`config.mk`:
```
export PLATFORM = sky130hd
export DESIGN_NAME = alu_responder
export DESIGN_NICKNAME = d
export VERILOG_FILES = /design/src/rtl/alu_responder.sv
export SDC_FILE = /design/constraint.sdc
export NUM_CORES = 1
export LEC_CHECK = 0
export ABC_AREA = 0
export BUFFER_PORTS_ARGS = -buffer_cell sky130_fd_sc_hd__buf_2
export CAP_MARGIN = 40
export CELL_PAD_IN_SITES_DETAIL_PLACEMENT = 0
export CELL_PAD_IN_SITES_GLOBAL_PLACEMENT = 2
export CORE_UTILIZATION = 30
export CTS_CLUSTER_SIZE = 20
export DETAILED_ROUTE_END_ITERATION = 12
export PLACE_DENSITY_LB_ADDON = 0.1
export SYNTH_ARGS = -nofsm -noshare
export SYNTH_HDL_FRONTEND = slang
export SYNTH_SLANG_ARGS = --single-unit
```
`constraint.sdc`:
```
create_clock -name clk -period 1.4 [get_ports clk]
set_input_delay 0.28 -clock clk [delete_from_list [all_inputs] [get_ports clk]]
set_output_delay 0.28 -clock clk [all_outputs]
set_load 0.02 [all_outputs]
```
`src/rtl/alu_responder.sv`:
```
// Request/response ALU: 4-bit signed ops, results queued in a 2-entry FIFO.
// Optional statistics counters are built when ALU_RESPONDER_STATS_EN is defined.
module alu_responder (
  input  logic       clk,
  input  logic       reset,
  input  logic       req_valid,
  output logic       req_ready,
  input  logic [2:0] req_op,
  input  logic [3:0] req_a,
  input  logic [3:0] req_b,
  input  logic [1:0] req_tag,
  output logic       rsp_valid,
  input  logic       rsp_ready,
  output logic [3:0] rsp_result,
  output logic       rsp_zero,
  output logic       rsp_overflow,
  output logic [1:0] rsp_tag
`ifdef ALU_RESPONDER_STATS_EN
  ,
  output logic [7:0] stat_ops,
  output logic [7:0] stat_ovf
`endif
);

  typedef enum logic [2:0] {
    OP_AND  = 3'b000,
    OP_OR   = 3'b001,
    OP_ADD  = 3'b010,
    OP_NAND = 3'b011,
    OP_NOR  = 3'b100,
    OP_ILL  = 3'b101,
    OP_SUB  = 3'b110,
    OP_SLT  = 3'b111
  } op_e;

  logic [3:0] sum, diff;
  logic       ovf_add, ovf_sub;
  logic [3:0] alu_res;
  logic       alu_ovf;
  logic       alu_zero;

  assign sum     = req_a + req_b;
  assign diff    = req_a - req_b;
  assign ovf_add = (req_a[3] == req_b[3]) && (sum[3] != req_a[3]);
  assign ovf_sub = (req_a[3] != req_b[3]) && (diff[3] != req_a[3]);

  always_comb begin
    alu_res = 4'b0000;
    alu_ovf = 1'b0;
    case (op_e'(req_op))
      OP_AND:  alu_res = req_a & req_b;
      OP_OR:   alu_res = req_a | req_b;
      OP_ADD:  begin alu_res = sum;  alu_ovf = ovf_add; end
      OP_NAND: alu_res = ~(req_a & req_b);
      OP_NOR:  alu_res = ~(req_a | req_b);
      OP_SUB:  begin alu_res = diff; alu_ovf = ovf_sub; end
      // signed less-than survives wraparound by correcting the sign with the overflow bit
      OP_SLT:  begin alu_res = {3'b000, diff[3] ^ ovf_sub}; alu_ovf = ovf_sub; end
      default: begin alu_res = 4'b0000; alu_ovf = 1'b0; end
    endcase
  end

  assign alu_zero = (alu_res == 4'b0000);

  // entry layout: {result[3:0], zero, overflow, tag[1:0]}
  logic [7:0] mem [2];
  logic       wr_ptr, rd_ptr;
  logic [1:0] count;
  logic       push, pop;
  logic [7:0] head;

  assign req_ready = ~count[1];
  assign rsp_valid = (count != 2'd0);
  assign push      = req_valid & req_ready;
  assign pop       = rsp_valid & rsp_ready;
  assign head      = mem[rd_ptr];

  always_ff @(posedge clk or posedge reset) begin
    if (reset) begin
      mem[0] <= 8'h00;
      mem[1] <= 8'h00;
      wr_ptr <= 1'b0;
      rd_ptr <= 1'b0;
      count  <= 2'd0;
    end else begin
      if (push) begin
        mem[wr_ptr] <= {alu_res, alu_zero, alu_ovf, req_tag};
        wr_ptr      <= ~wr_ptr;
      end
      if (pop) rd_ptr <= ~rd_ptr;
      case ({push, pop})
        2'b10:   count <= count + 2'd1;
        2'b01:   count <= count - 2'd1;
        default: count <= count;
      endcase
    end
  end

  // outputs read as zero whenever nothing is buffered, including during reset
  assign rsp_result   = rsp_valid ? head[7:4] : 4'b0000;
  assign rsp_zero     = rsp_valid ? head[3]   : 1'b0;
  assign rsp_overflow = rsp_valid ? head[2]   : 1'b0;
  assign rsp_tag      = rsp_valid ? head[1:0] : 2'b00;

`ifdef ALU_RESPONDER_STATS_EN
  always_ff @(posedge clk or posedge reset) begin
    if (reset) begin
      stat_ops <= 8'd0;
      stat_ovf <= 8'd0;
    end else begin
      if (push && (stat_ops != 8'hFF)) stat_ops <= stat_ops + 8'd1;
      if (push && alu_ovf && (stat_ovf != 8'hFF)) stat_ovf <= stat_ovf + 8'd1;
    end
  end
`endif

endmodule

```
==> results.toml <==
[detailed_routing]
ant_nets = 0
via_count = 1353
met3_length_microns = 56
drt_iter0_markers = 55
routedLengthMet1_microns = 1554
top_layer = "met4"
drc = 0
routed_wl_microns = 3664
via_per_inst = 4.571
drtPass1Iterations = 4
met2_length_microns = 2011
route.detailed.wl_per_inst_microns = 12.38

[sta]
relSlewSlack_pct = 64.06
finalHoldViolations = 0
tightest_slew_ns = 0.5256
rsz0062_at_grt = "true"
fmax_mhz = 518.9
finalSetupViolations = 21
period_share_pct = 137.7
maxSlewViolCount = 0
timing.final.ws_setup_ns = -0.5271
clock_skew_ns = 0.003951
timing.final.crit_period_ns = 1.927

[pwr]
peakVddDrop_uv = 594.1
p_leak_nw = 1.081
powerDensity_nw_per_um2 = 1518

[floorplan]
core_area_sq_um = 4786
rows = 25
io_pins = 27
die_h_microns = 73.07
die_w_microns = 73.07
start_util_pct = 31.66
dieArea_sq_um = 5339

[yosys]
yosysSeqAreaShare_pct = 33.03
synth_nets = 200
ys_ff_latch = 20
synth_cells = 168
ys_types = 40
avgSynthCellArea_sq_um = 9.019
syn_area_sq_um = 1515
yosysWarnings = 0

[grt]
antenna_found_initial = 0
globalRouteTotalUtil_pct = 14.79
grt_pass1_wl_microns = 6009
grt_start_max_net_pins = 21
gr-total-overflow = 0
first_global_vias = 1370

[placement]
port_buffers = 26
dp_hpwl_microns = 2851
gp_congestion = 0.8137
place_inst = 288
place_ws_ns = -0.9259

[setup_path]
cpPeakStageDelay_ns = 0.48
crit_fanout = 3
end_kind = "register"
crit_slowest_cell = "fa_1"
crit_chain = "buf_8, clkinvlp_4, buf_4, ha_2, nor2_2, nor2_1, nor2_1, fa_1, nand2b_1, nand3_2, a22oi_2, o21ai_1, o31ai_1"
reg2regPathDepth = 4
worst-setup-path-type = "primary input to register"
endpoint = "mem[11]$_DFFE_PP0P_"
rrSetupSlack_ns = 0.05
cp-start-kind = "primary input"
worstPathArrival_ns = 2.10
startpoint = "req_b[1]"
r2r_end = "mem[11]$_DFFE_PP0P_"
cp_data_required_time_ns = 1.57
crit_top_cell = "nor2_1"
rr_startpoint = "count[1]$_DFFE_PP0P_"

[cts]
cts_max_level = 1
cts_buffers = 3
path_clk_slew_ns = 0.08
root_buffer = "clkbuf_8"
clk_latency_ns = 0.25
clkSinkCount = 20
tritoncts = "done"
cts_max_path_buffers = 2
postCtsHoldBufs = 0

[final_layout]
final_cell_count_no_fill = 296
nets = 262
nFillCells = 478
final_cell_mix = "buf_4 (33), nand2_1 (23), dfrtp_1 (20), buf_2 (20), nor2_1 (13)"
antenna_cells = 0
syn2layout_area_growth_pct = 45.25
layout_commonest_cell = "buf_4"
drive_gt1_share_pct = 44.98

[status]
violations = "negative setup slack"
outcome = "complete, but fails checks"

[worst_hold_path]
min_path_type = "primary input to async pin"

[run]
cap_violations = 0
-- worst max-delay path: cells and delay by family --
family	cells	cell delay [ns]
adder cells (fa/ha/maj)	2	0.65
buffers and inverters	3	0.30
AO/OA/AOI/OAI	3	0.51
AND/OR/NAND/NOR	5	0.35
-- power by group --
group	switching, W	leakage (nW)	internal, W
clock	0.000189	0.0288	0.000250
sequential	0.000176	0.250	0.000851
combinational	0.000971	0.802	0.000903
total	0.00134	1.08	0.00200
-- state kept, by name, indices dropped and copies added (netlist names) --
signal	count
count	2
mem	16
rd_ptr	1
wr_ptr	1
-- cell families (layout without fill, tap and decap cells) --
logic type	after synthesis	count (layout)	share of synthesized area (%)
buffers and inverters	25	86	8.753
xor gates and xnor gates	5	5	2.891
muxes	15	15	10.16
adders and majority gates	15	15	13.87
and+or+nand+nor	59	59	18.58
DFF	20	20	33.03
AOI/OAI and AO/OA	29	29	12.72
-- how the worst min path moves through the flow --
stage,start,to,slack [ns],cells past startpoint
2_1_floorplan,reset,count[0]$_DFFE_PP0P_,0.24,1
4_1_cts,reset,mem[2]$_DFFE_PP0P_,0.04,3
6_report,reset,mem[12]$_DFFE_PP0P_,0.03,3
3_5_place_dp,reset,mem[7]$_DFFE_PP0P_,0.32,3
5_1_grt,reset,mem[12]$_DFFE_PP0P_,0.06,3
3_3_place_gp,reset,mem[4]$_DFFE_PP0P_,0.31,3
-- routing by layer --
layer	up-vias	global-route usage [%]
met5	-	0
met4	0	5.229
met3	2	1.243
met2	19	28.50
met1	647	16.79
li1	685	-
-- area by class of cell --
type / instances / area, sq um / area share, %
clock buffer: 4 / 55.05 / 2.501
multi-input combinational: 123 / 984.7 / 44.74
tap: 67 / 83.83 / 3.809
timing repair buffer: 66 / 510.5 / 23.20
sequential: 20 / 500.5 / 22.74
inverter: 16 / 66.31 / 3.013
-- cell usage after synthesis, drive strengths merged --
master,count,share of area [%]
a2111oi,1,0.58
a21o,1,0.50
a21oi,3,0.99
a22oi,1,0.50
a311oi,1,0.58
and2b,1,0.66
buf,5,3.5
clkbuf,3,0.74
dfrtp,20,33
dlygate4sd1,1,0.58
fa,3,4.0
ha,12,9.9
inv,16,4.0
mux2,3,2.2
mux2i,12,7.9
nand2,23,5.7
nand2b,3,1.2
nand3,5,1.7
nand3b,1,0.50
nand4,1,0.83
nor2,17,4.2
nor2b,1,0.41
nor3,2,0.66
nor3b,1,0.50
nor4,2,1.2
o21a,1,0.50
o21ai,13,4.3
o22ai,2,1.2
o31a,1,0.66
o31ai,4,2.3
o32ai,1,0.58
or2,1,0.41
or2b,1,0.58
xnor2,3,1.7
xor2,2,1.2
-- stage by stage --
step	hold WS (ns)	utilization, %	TNS (ns)	power [W]	instance area (sq um)
after global placement	0.3133	41.49	-8.916	0.002657	1986
after CTS	0.04492	44.50	-5.965	0.003333	2130
after floorplan	0.2438	-	-5.336	0.002097	1567
after detailed placement	0.3208	41.49	-9.485	0.002724	1986
after global routing	0.05637	45.99	-7.462	0.003588	2201
final	0.03142	45.99	-5.348	0.003340	2201
-- what timing repair did --
| item | in CTS | in global routing |
|---|---|---|
| cloned | 1 | 0 |
| setup endpoints to repair | 21 | 22 |
| pin swaps | 7 | 3 |
| setup buffers | 2 | 1 |
| gates resized for setup | 21 | 18 |
| endpoints found under the hold margin | 0 | 0 |
No activity file was read; power rests on OpenSTA's default activity.
